===== config.mk =====
export PLATFORM = sky130hd
export DESIGN_NAME = button_event_ctrl_flat
export DESIGN_NICKNAME = d
export VERILOG_FILES = /design/src/rtl/btn_pkg.sv /design/src/rtl/button_event_ctrl_if.sv /design/src/rtl/btn_channel.sv /design/src/rtl/button_event_ctrl.sv /design/src/flat_wrapper.sv
export SDC_FILE = /design/constraint.sdc
export NUM_CORES = 1
export LEC_CHECK = 0
export ABC_AREA = 1
export ABC_CLOCK_PERIOD_IN_PS = 5900
export BUFFER_PORTS_ARGS = -buffer_cell sky130_fd_sc_hd__buf_4
export CAP_MARGIN = 5
export CORE_UTILIZATION = 56
export DETAILED_ROUTE_END_ITERATION = 10
export MAX_ROUTING_LAYER = met4
export PLACE_DENSITY = 0.74
export SYNTH_ARGS = -nofsm -noshare
export SYNTH_HDL_FRONTEND = slang
export SYNTH_SLANG_ARGS = --single-unit

===== constraint.sdc =====
create_clock -name clk -period 5.9 [get_ports clk]
set_input_delay 1.18 -clock clk [delete_from_list [all_inputs] [get_ports clk]]
set_output_delay 1.18 -clock clk [all_outputs]
set_load 0.02 [all_outputs]

===== src/rtl/btn_pkg.sv =====
// Shared definitions for the push-button event front-end: event codes and the
// record that travels from the arbiter through the event FIFO.
package btn_pkg;

   localparam int EVT_CODE_W = 2;
   localparam int EVT_ID_W   = 3;
   localparam int EVT_W      = EVT_ID_W + EVT_CODE_W;

   typedef enum logic [EVT_CODE_W-1:0] {
      EVT_PRESS   = 2'd0,
      EVT_RELEASE = 2'd1,
      EVT_LONG    = 2'd2,
      EVT_REPEAT  = 2'd3
   } evt_code_e;

   typedef struct packed {
      logic [EVT_ID_W-1:0] id;
      evt_code_e           code;
   } evt_t;

endpackage


===== src/rtl/button_event_ctrl_if.sv =====
// Valid/ready event stream from the button controller to its consumer.
interface button_event_ctrl_if;

   logic                           evt_valid;
   logic                           evt_ready;
   logic [btn_pkg::EVT_CODE_W-1:0] evt_code;
   logic [btn_pkg::EVT_ID_W-1:0]   evt_id;

   modport master (output evt_valid, output evt_code, output evt_id, input  evt_ready);
   modport slave  (input  evt_valid, input  evt_code, input  evt_id, output evt_ready);

endinterface


===== src/rtl/btn_channel.sv =====
// One button: 2-flop sync, tick-based debounce, hold/repeat timing and a
// one-deep pending event register that the top-level arbiter drains.
module btn_channel
   import btn_pkg::*;
#(
   parameter int DEB_TICKS  = 8,
   parameter int LONG_TICKS = 500,
   parameter int REP_TICKS  = 100
) (
   input  logic      clk,
   input  logic      rst,
   input  logic      btn_n,
   input  logic      tick,
   input  logic      grant,
   output logic      btn_state,
   output logic      pend_valid,
   output evt_code_e pend_code,
   output logic      ovf_set
);

   localparam int DEB_W  = $clog2(DEB_TICKS);
   localparam int HOLD_W = $clog2(LONG_TICKS + 1);
   localparam int REP_W  = $clog2(REP_TICKS + 1);

   logic              sync1_q, sync2_q;
   logic              state_q, state_d;
   logic [DEB_W-1:0]  deb_q, deb_d;
   logic [HOLD_W-1:0] hold_q, hold_d;
   logic [REP_W-1:0]  rep_q, rep_d;
   logic              long_done_q, long_done_d;
   logic              pend_valid_q, pend_valid_d;
   evt_code_e         pend_code_q, pend_code_d;
   logic              raise, occupied;
   evt_code_e         raise_code;

   always_comb begin
      // NOTE: every _d starts from its _q so no path through this block infers a latch.
      state_d     = state_q;
      deb_d       = deb_q;
      hold_d      = hold_q;
      rep_d       = rep_q;
      long_done_d = long_done_q;
      raise       = 1'b0;
      raise_code  = EVT_PRESS;

      if (sync2_q == state_q) begin
         deb_d = '0;
      end else if (tick) begin
         if (deb_q == DEB_W'(DEB_TICKS - 1)) begin
            state_d     = ~state_q;
            deb_d       = '0;
            hold_d      = '0;
            rep_d       = '0;
            long_done_d = 1'b0;
            raise       = 1'b1;
            if (state_q) raise_code = EVT_RELEASE;
            else         raise_code = EVT_PRESS;
         end else begin
            deb_d = deb_q + 1'b1;
         end
      end

      // Hold timing; a release on the same tick wins and resets the phase.
      if (!raise && state_q && tick) begin
         if (!long_done_q) begin
            hold_d = hold_q + 1'b1;
            if (hold_d == HOLD_W'(LONG_TICKS)) begin
               raise       = 1'b1;
               raise_code  = EVT_LONG;
               long_done_d = 1'b1;
            end
         end else begin
            rep_d = rep_q + 1'b1;
            if (rep_d == REP_W'(REP_TICKS)) begin
               raise      = 1'b1;
               raise_code = EVT_REPEAT;
               rep_d      = '0;
            end
         end
      end

      // A slot granted this cycle is free for a new event on the same edge.
      occupied     = pend_valid_q & ~grant;
      pend_valid_d = occupied;
      pend_code_d  = pend_code_q;
      ovf_set      = 1'b0;
      if (raise) begin
         if (!occupied) begin
            pend_valid_d = 1'b1;
            pend_code_d  = raise_code;
         end else begin
            ovf_set = 1'b1;
            // A release replaces whatever is stuck so the consumer ends on the true level.
            if (raise_code == EVT_RELEASE) pend_code_d = EVT_RELEASE;
         end
      end
   end

   always_ff @(posedge clk or posedge rst) begin
      if (rst) begin
         sync1_q      <= 1'b0;
         sync2_q      <= 1'b0;
         state_q      <= 1'b0;
         deb_q        <= '0;
         hold_q       <= '0;
         rep_q        <= '0;
         long_done_q  <= 1'b0;
         pend_valid_q <= 1'b0;
         pend_code_q  <= EVT_PRESS;
      end else begin
         // NOTE: sequential state uses non-blocking assignment so every flop samples pre-edge values.
         sync1_q      <= ~btn_n;
         sync2_q      <= sync1_q;
         state_q      <= state_d;
         deb_q        <= deb_d;
         hold_q       <= hold_d;
         rep_q        <= rep_d;
         long_done_q  <= long_done_d;
         pend_valid_q <= pend_valid_d;
         pend_code_q  <= pend_code_d;
      end
   end

   assign btn_state  = state_q;
   assign pend_valid = pend_valid_q;
   assign pend_code  = pend_code_q;

endmodule


===== src/rtl/button_event_ctrl.sv =====
// Multi-button front-end: shared ms prescaler, per-button channels, round-robin
// arbiter and a small event FIFO drained over a valid/ready stream.
module button_event_ctrl
   import btn_pkg::*;
#(
   parameter int N_BTN      = 4,
   parameter int TICK_DIV   = 50000,
   parameter int DEB_TICKS  = 8,
   parameter int LONG_TICKS = 500,
   parameter int REP_TICKS  = 100,
   parameter int FIFO_DEPTH = 4
) (
   input  logic                clk,
   input  logic                rst,
   input  logic [N_BTN-1:0]    btn_n,
   output logic [N_BTN-1:0]    btn_state,
   button_event_ctrl_if.master evt,
   output logic                evt_overflow,
   input  logic                clr_overflow
);

   localparam int TICK_W = $clog2(TICK_DIV);
   localparam int PTR_W  = $clog2(FIFO_DEPTH);
   localparam int IDX_W  = (N_BTN > 1) ? $clog2(N_BTN) : 1;

   logic [TICK_W-1:0] tick_cnt_q, tick_cnt_d;
   logic              tick;
   logic [N_BTN-1:0]  pend_valid, grant_vec, ovf_set;
   evt_code_e         pend_code [N_BTN];
   logic [IDX_W-1:0]  last_q, last_d, grant_idx, cand_idx;
   logic              grant_any, can_push, pop, full;
   evt_t              push_rec;
   evt_t              mem_q [FIFO_DEPTH];
   evt_t              mem_d [FIFO_DEPTH];
   logic [PTR_W-1:0]  wr_ptr_q, wr_ptr_d, rd_ptr_q, rd_ptr_d;
   logic [PTR_W:0]    count_q, count_d;
   logic              ovf_q, ovf_d;

   assign tick       = (tick_cnt_q == TICK_W'(TICK_DIV - 1));
   assign tick_cnt_d = tick ? '0 : tick_cnt_q + 1'b1;

   for (genvar i = 0; i < N_BTN; i++) begin : g_ch
      btn_channel #(
         .DEB_TICKS (DEB_TICKS),
         .LONG_TICKS(LONG_TICKS),
         .REP_TICKS (REP_TICKS)
      ) u_ch (
         .clk       (clk),
         .rst       (rst),
         .btn_n     (btn_n[i]),
         .tick      (tick),
         .grant     (grant_vec[i]),
         .btn_state (btn_state[i]),
         .pend_valid(pend_valid[i]),
         .pend_code (pend_code[i]),
         .ovf_set   (ovf_set[i])
      );
   end

   assign full     = (count_q == (PTR_W + 1)'(FIFO_DEPTH));
   assign pop      = evt.evt_valid & evt.evt_ready;
   assign can_push = ~full | pop;

   // Round-robin: search starts one past the most recently granted channel.
   always_comb begin
      grant_vec = '0;
      grant_any = 1'b0;
      grant_idx = last_q;
      cand_idx  = '0;
      last_d    = last_q;
      for (int k = 1; k <= N_BTN; k++) begin
         cand_idx = IDX_W'((int'(last_q) + k) % N_BTN);
         if (!grant_any && can_push && pend_valid[cand_idx]) begin
            grant_any = 1'b1;
            grant_idx = cand_idx;
         end
      end
      if (grant_any) begin
         grant_vec[grant_idx] = 1'b1;
         last_d               = grant_idx;
      end
      push_rec = '{id: EVT_ID_W'(grant_idx), code: pend_code[grant_idx]};
   end

   always_comb begin
      mem_d = mem_q;
      if (grant_any) mem_d[wr_ptr_q] = push_rec;
      wr_ptr_d = grant_any ? wr_ptr_q + 1'b1 : wr_ptr_q;
      rd_ptr_d = pop ? rd_ptr_q + 1'b1 : rd_ptr_q;
      count_d  = count_q + {{PTR_W{1'b0}}, grant_any} - {{PTR_W{1'b0}}, pop};
      ovf_d    = clr_overflow ? 1'b0 : ovf_q;
      if (|ovf_set) ovf_d = 1'b1;
   end

   always_ff @(posedge clk or posedge rst) begin
      if (rst) begin
         tick_cnt_q <= '0;
         last_q     <= IDX_W'(N_BTN - 1);
         wr_ptr_q   <= '0;
         rd_ptr_q   <= '0;
         count_q    <= '0;
         ovf_q      <= 1'b0;
         // NOTE: storage is reset because the head entry drives evt_code/evt_id directly.
         for (int i = 0; i < FIFO_DEPTH; i++) mem_q[i] <= '0;
      end else begin
         tick_cnt_q <= tick_cnt_d;
         last_q     <= last_d;
         wr_ptr_q   <= wr_ptr_d;
         rd_ptr_q   <= rd_ptr_d;
         count_q    <= count_d;
         ovf_q      <= ovf_d;
         mem_q      <= mem_d;
      end
   end

   assign evt.evt_valid = (count_q != '0);
   assign evt.evt_code  = mem_q[rd_ptr_q].code;
   assign evt.evt_id    = mem_q[rd_ptr_q].id;
   assign evt_overflow  = ovf_q;

endmodule


===== src/flat_wrapper.sv =====
// flat-port wrapper written by rule: the top's interface ports become plain ports
module button_event_ctrl_flat import btn_pkg::*;
#(
   parameter int N_BTN      = 4,
   parameter int TICK_DIV   = 50000,
   parameter int DEB_TICKS  = 8,
   parameter int LONG_TICKS = 500,
   parameter int REP_TICKS  = 100,
   parameter int FIFO_DEPTH = 4
)
  (clk, rst, btn_n, btn_state, evt_overflow, clr_overflow, evt_evt_valid, evt_evt_code, evt_evt_id, evt_evt_ready);
  button_event_ctrl_if evt_i ();
  input  logic clk;
  input  logic rst;
  input  logic [N_BTN-1:0] btn_n;
  output logic [N_BTN-1:0] btn_state;
  output logic evt_overflow;
  input  logic clr_overflow;
  output wire logic [$bits(evt_i.evt_valid)-1:0] evt_evt_valid;
  output wire logic [$bits(evt_i.evt_code)-1:0] evt_evt_code;
  output wire logic [$bits(evt_i.evt_id)-1:0] evt_evt_id;
  input wire logic [$bits(evt_i.evt_ready)-1:0] evt_evt_ready;
  assign evt_evt_valid = evt_i.evt_valid;
  assign evt_evt_code = evt_i.evt_code;
  assign evt_evt_id = evt_i.evt_id;
  assign evt_i.evt_ready = evt_evt_ready;
  button_event_ctrl #(.N_BTN(N_BTN), .TICK_DIV(TICK_DIV), .DEB_TICKS(DEB_TICKS), .LONG_TICKS(LONG_TICKS), .REP_TICKS(REP_TICKS), .FIFO_DEPTH(FIFO_DEPTH)) u_core (.clk(clk), .rst(rst), .btn_n(btn_n), .btn_state(btn_state), .evt(evt_i), .evt_overflow(evt_overflow), .clr_overflow(clr_overflow));
endmodule

[Word level (Yosys, flattened, before mapping)]
Cells that the tools add are included.
Word-level totals
  output and inout port bits: 11
  memories: 0
  memory bits (writable): 0
  bits in latches: 0
  ROM bits: 0
  bits in registers: 150
Cells by class
  bitwise logic cells: 26
  $mul: 0
  $add $sub $neg: 21
  shifts and indexed selects: 0
  muxes and demuxes: 191
  order comparisons: 10
  reductions and logical operators: 39
  eq/ne operators: 26
  divide/modulo/power cells: 0
Operator list (count)
  two-way mux 9 bit: 20
  two-way mux 7 bit: 24
  two-way mux 1 bit: 91
  two-way mux 2 bit: 30
  adder 9 x 1 -> 9 bit (second input constant): 4
  equality test 9 bit (second input constant): 4
  two-way mux 3 bit: 12
  adder 7 x 1 -> 7 bit (second input constant): 4
  equality test 7 bit (second input constant): 4
  bitwise mux 20 bit: 1
  logical AND 1 bit: 17
  inverter 1 bit: 17
  adder 16 x 1 -> 16 bit (second input constant): 1
  equality test 16 bit (second input constant): 1
  two-way mux 16 bit: 1
  equality test 3 bit (second input constant): 5
  less-than comparator 2 x 3 -> 1 bit (second input constant): 5
  two-way mux 5 bit: 3
  adder 3 x 1 -> 3 bit (second input constant): 4
  AND reduction 3 bit: 4
  binary-select mux 5 bit (select 2 bit): 1
  demux 5 bit (select 2 bit): 1
  nonzero test 2 bit: 5
  >= comparator 3 bit (second input constant): 3
  other kinds (20): 51

[Logic depth before layout (Yosys ltp)]
  depth after elaboration: 28
  depth in mapped cells: 17
  gate-level depth less buffers: 17

[By module]
A second synthesis with hierarchy kept.
Unflattened totals
  cell total of the unflattened synthesis: 1086
  area total of the unflattened synthesis: 8550.7 µm²
Modules (own cells, without submodules)
  btn_channel: cells each 191, times used 4, area each 1517.7 µm²
  button_event_ctrl: cells each 322, times used 1, area each 2479.9 µm²

[Least setup slack after synthesis]
No wires, ideal clock.
  path kind: input-to-reg
  start point: input port evt_evt_ready
  end point: register u_core.count_q[2]
  arrival: 2.771 ns
  setup time: 0.129 ns
  stages: 12
  required time: 5.771 ns
  path slack: 3.001 ns
  path through: inv_1 > nand3_1 > nand2_1 > nor2_2 > inv_1 > nand3_1 > nor2_4 > ha_1 > inv_1 > ha_1 > fa_1 > xor2_1
Between the ends
  cells in the longest elaborated chain, start to end: 18
RTL lines
  from (decl): RTL line flat_wrapper.sv:22  | input wire logic [$bits(evt_i.evt_ready)-1:0] evt_evt_ready;
  bitwise AND 1 bit *: RTL line button_event_ctrl.sv:61  | assign pop = evt.evt_valid & evt.evt_ready;
  OR 1 bit: RTL line button_event_ctrl.sv:62  | assign can_push = ~full | pop;
  logical AND 1 bit: RTL line button_event_ctrl.sv:73  | if (!grant_any && can_push && pend_valid[cand_idx]) begin
  two-way mux 1 bit: RTL line button_event_ctrl.sv:73
  logical NOT 1 bit: RTL line button_event_ctrl.sv:73
  logical AND 1 bit (2 in a row): RTL line button_event_ctrl.sv:73
  two-way mux 1 bit: RTL line button_event_ctrl.sv:73
  logical NOT 1 bit: RTL line button_event_ctrl.sv:73
  logical AND 1 bit (2 in a row): RTL line button_event_ctrl.sv:73
  two-way mux 1 bit: RTL line button_event_ctrl.sv:73
  logical NOT 1 bit: RTL line button_event_ctrl.sv:73
  logical AND 1 bit (2 in a row): RTL line button_event_ctrl.sv:73
  two-way mux 1 bit: RTL line button_event_ctrl.sv:73
  adder 3 x 1 -> 3 bit: RTL line button_event_ctrl.sv:90  | count_d = count_q + {{PTR_W{1'b0}}, grant_any} - {{PTR_W{1'b0}}, pop};
  subtractor 3 x 1 -> 3 bit *: RTL line button_event_ctrl.sv:90
  via u_core.count_d[2]: RTL line button_event_ctrl.sv:36  | logic [PTR_W:0] count_q, count_d;
  to (signal assigned): RTL line button_event_ctrl.sv:110  | count_q <= count_d;
  to (decl): RTL line button_event_ctrl.sv:36
Mark *: on every way through the listed nets, which the timed path passes. The rest lies on a longest branch.
A chain may end at the register's enable or synchronous reset.

[Worst setup path in the final report]
  start point: register u_core.tick_cnt_q[0]
  end point: register u_core.ovf_q (netlist: u_core.evt_overflow)
Between the ends
  cells in the longest elaborated chain, start to end: 10
RTL lines
  from (decl): RTL line button_event_ctrl.sv:26  | logic [TICK_W-1:0] tick_cnt_q, tick_cnt_d;
  from (signal assigned): RTL line button_event_ctrl.sv:106  | tick_cnt_q <= tick_cnt_d;
  equality test 16 bit *: RTL line button_event_ctrl.sv:39  | assign tick = (tick_cnt_q == TICK_W'(TICK_DIV - 1));
  two-way mux 1 bit: RTL line btn_channel.sv:48  | end else if (tick) begin
  two-way mux 1 bit: RTL line btn_channel.sv:46  | if (sync2_q == state_q) begin
  logical NOT 1 bit: RTL line btn_channel.sv:64  | if (!raise && state_q && tick) begin
  logical AND 1 bit (2 in a row): RTL line btn_channel.sv:64
  two-way mux 1 bit: RTL line btn_channel.sv:64
  two-way mux 1 bit: RTL line btn_channel.sv:87  | if (raise) begin
  OR reduction 4 bit *: RTL line button_event_ctrl.sv:92  | if (|ovf_set) ovf_d = 1'b1;
  two-way mux 1 bit / nonzero test 2 bit (equally long branches)
  to (signal assigned): RTL line button_event_ctrl.sv:111  | ovf_q <= ovf_d;
  to (decl): RTL line button_event_ctrl.sv:37  | logic ovf_q, ovf_d;
Mark *: on every way between the ends. The rest lies on a longest branch, timed or not.

==> results.md <==
- Register bit total from synthesis: 146
- Non-Filler Instances: ~1200
- CP Data Arrival Time: 3.29 ns
- Syn Nets: approximately 1100
- Startpoint types: flop
- Crit end category: flop
- Pleak: 4.49 nW
- Post-DP Area: 0.00831 sq mm
- Most frequent cells in the layout: nand2_1, dfrtp_1, inv_1, nand3_1, nor2_1
- Setup TNS: 0 ns
- Final Skew: 0.00887 ns
- Die area: between 0.01 and 0.015 sq mm
- Post-route ant nets: 0
- Final setup fails: 0
- CTS tree: built
- Worst-Skew Late Latency: 0.42 ns
- CP max-delay cell: nor2_2
- Final Hold Fails: 0
- Ant. Diodes: 0
- Vias in the first global route: 6244
- Vias: 6578
- TritonCTS buffer count: 17
- First-pass iteration count of the detailed router: 5
- Mapped Cells: 1023
- Max-slew violations: 0
- Post-place setup slack: 2.73 ns
- Post-Place Cells: 1206
- Ys flop type: dfrtp_1
- Sw Pwr: 1.08 mW
- FMAX: 0.341 GHz
- Nets: 1079
- Async SR Flop Fraction: 100%
- Sw Share: 33.9%
- Power density cells: 357 mW/mm^2
- Status: completed
- Crit-path cells: ha_1 -> nand2_1 -> nor2_1 -> nand3_1 -> nor2_2 -> o211ai_1 -> nor2_1 -> nand2_1 -> nand3_1 -> nand3_1 -> nand2_1 -> nor2_1 -> nand2_1
- Detailed-route DRC error count: 0
- Core Footprint: 0.0139 sq mm
- Tcrit/Tclk final: 49.7%
- Die height: 122 microns
- RSZ-0062 raised after global routing: no
- Worst r2r path cells: 13
- Unique masters post-synth: 49
- Initial antenna violation count: 0
- Clock power frac: 34.8%
- Largest net degree at the start of global routing: 106
- CTS sink count: 146
- Setup ws final: 2.97 ns
- GRT Resource Usage Total: 23.9%
- Synthesized cell area: 0.00804 sq mm
- Overflow after GRT: 0
- Routed wire per std cell: 12.6 microns
- Hold Startpoint: u_core.g_ch[3].u_ch.sync1_q
- Port bufs: 17
- Synth warn: 0
- Hold Path Stages: 0
- Cell mode on critical path: nand2_1
- Top-level I/O count: 19
- Max Buffers Root-to-Sink: 2
- WL final: 15.6 mm
- Vias per cell: 5.31
- Die X: roughly 120 microns
- HP Class: reg -> reg
- Synthesis-to-finish area growth: 11.0%
- Number of flops mapped to enable cells by yosys: 0
- Row count: 43
- First-pass GRT wire length: approximately 28 mm
- Crit Path Max Fanout: 20
- Flop pwr share: 37.8%
- Commonest non-fill, non-tap cell in the layout: nand2_1
- Postcts setup bufs: 0
- Worst path max stage delay: 0.71 ns
- Worst Tran Pin Value: 0.912 ns
- CTS clock-pin slew for the worst setup and hold paths: 0.06 ns
- Critical path class: reg -> reg
- Fraction of layout cells with a size suffix above 1: 8.32%
- Peak supply drop: 233 uV
- Post-Syn Area per Cell: 7.86 sq um
- Hold EP: u_core.g_ch[3].u_ch.sync2_q
- Hold_buf cts: 0
- H-tree levels: 4
- Final Cell Area: 0.00893 sq mm
- Hpwl dp: 10.8 mm
- Comb power frac: between 20 and 30%
- Relative slew slack: between 30% and 40%
- Fin crit period: 2.93 ns
- Cts repair resizes: 0
- Reg2reg setup slack: 2.97 ns
- RePlAce Congestion: a little under 0.9
- Reg-to-Reg End: u_core.evt_overflow
- Worst r2r src: u_core.tick_cnt_q[0]
- Int Pwr: 2.11 mW
- Worst endpoint required time: about 6.3 ns
- Total power: ~3.2 mW
- Initial Utilization: 57.7%
- Starting DRC count in detailed routing: 471
- Seq/Total Area, Yosys: 45.5%
- Maximum capacitance violations: 0
- Clock root cell: clkbuf_16
## per-layer routing
layer,vias up,GRT usage (%),wire length [microns]
li1,3363,-,-
met1,3063,30.7,7440
met2,131,37.9,7400
met3,21,4.82,571
met4,0,7.95,205
met5,-,-,0
## cell families (layout without fill, tap and decap cells)
kind of cell	count (synthesis)	count (layout)	share of synthesized area (%)
simple gates	526	526	28.5
buf+inv	155	190	7.75
compound gates	123	123	8.98
other cells	1	1	0.0466
xor+xnor	43	43	4.68
fa+ha+maj	26	26	4.14
mux	3	3	0.420
flops	146	146	45.5
## how the worst max path moves through the flow
stage                          from                   to  slack (ns)  depth (start not counted)
2_1_floorplan                   rst    u_core.count_q[0]        0.80                          1
3_3_place_gp          evt_evt_ready    u_core.count_q[2]        2.81                         13
3_5_place_dp          evt_evt_ready    u_core.count_q[2]        2.73                         13
4_1_cts        u_core.tick_cnt_q[0]  u_core.evt_overflow        2.97                         13
5_1_grt        u_core.tick_cnt_q[0]  u_core.evt_overflow        2.58                         13
6_report       u_core.tick_cnt_q[0]  u_core.evt_overflow        2.97                         13
## registers in the layout (all words and copies together), names as in the netlist, 8 cells and up
name / cells
u_core.g_ch.u_ch.deb_q: 12
u_core.g_ch.u_ch.rep_q: 28
u_core.tick_cnt_q: 16
u_core.g_ch.u_ch.pend_code: 8
u_core.mem_q: 16
u_core.g_ch.u_ch.hold_q: 36
## power groups by stage
stage          combinational (mW)  clock (mW)  sequential [mW]
2_1_floorplan               0.714           0             1.18
6_report                    0.876        1.11             1.20
3_3_place_gp                0.850           0             1.22
5_1_grt                      1.01        1.17             1.22
4_1_cts                     0.884        1.13             1.20
3_5_place_dp                0.874           0             1.22
## cell usage after synthesis, types with 4 or more instances
cell type	instances	area share [%]
xnor2_1	7	0.76
xor2_1	36	3.9
a21oi_1	11	0.68
inv_2	9	0.42
buf_4	8	0.75
nand3_1	105	6.5
nand3b_1	4	0.37
nand2_2	5	0.39
nor3_1	16	1.0
o31ai_1	6	0.56
ha_1	25	3.9
nand4_1	16	1.2
o22ai_1	26	2.0
nand2_1	272	13
dfrtp_1	144	45
o21ai_0	61	3.8
inv_1	131	6.1
nor2_1	86	4.0
nor2_2	7	0.54
## through the flow
| stage | utilization [%] | hold WS [ns] |
|---|---|---|
| floorplan | - | 0.331 |
| global placement | 59.6 | 0.335 |
| detailed placement | 59.6 | 0.343 |
| CTS | 64.1 | 0.357 |
| global route | 64.1 | 0.361 |
| finish | 64.1 | 0.353 |
## cell type report
type	count	area (sq um)
Fill cell	1179	5010
Multi-Input combinational cell	722	3760
Sequential cell	146	3660
Inverter	140	531
Clock buffer	23	488
Tap cell	180	225
Timing Repair Buffer	18	135
Clock inverter	9	128
## critical path: cells and delay by family (launching register included)
family	cells	cell delay, ns
simple gates	11	2.04
flops	1	0.37
compound gates	1	0.24
fa+ha+maj	1	0.21
Power figures use the tool's default switching activity.
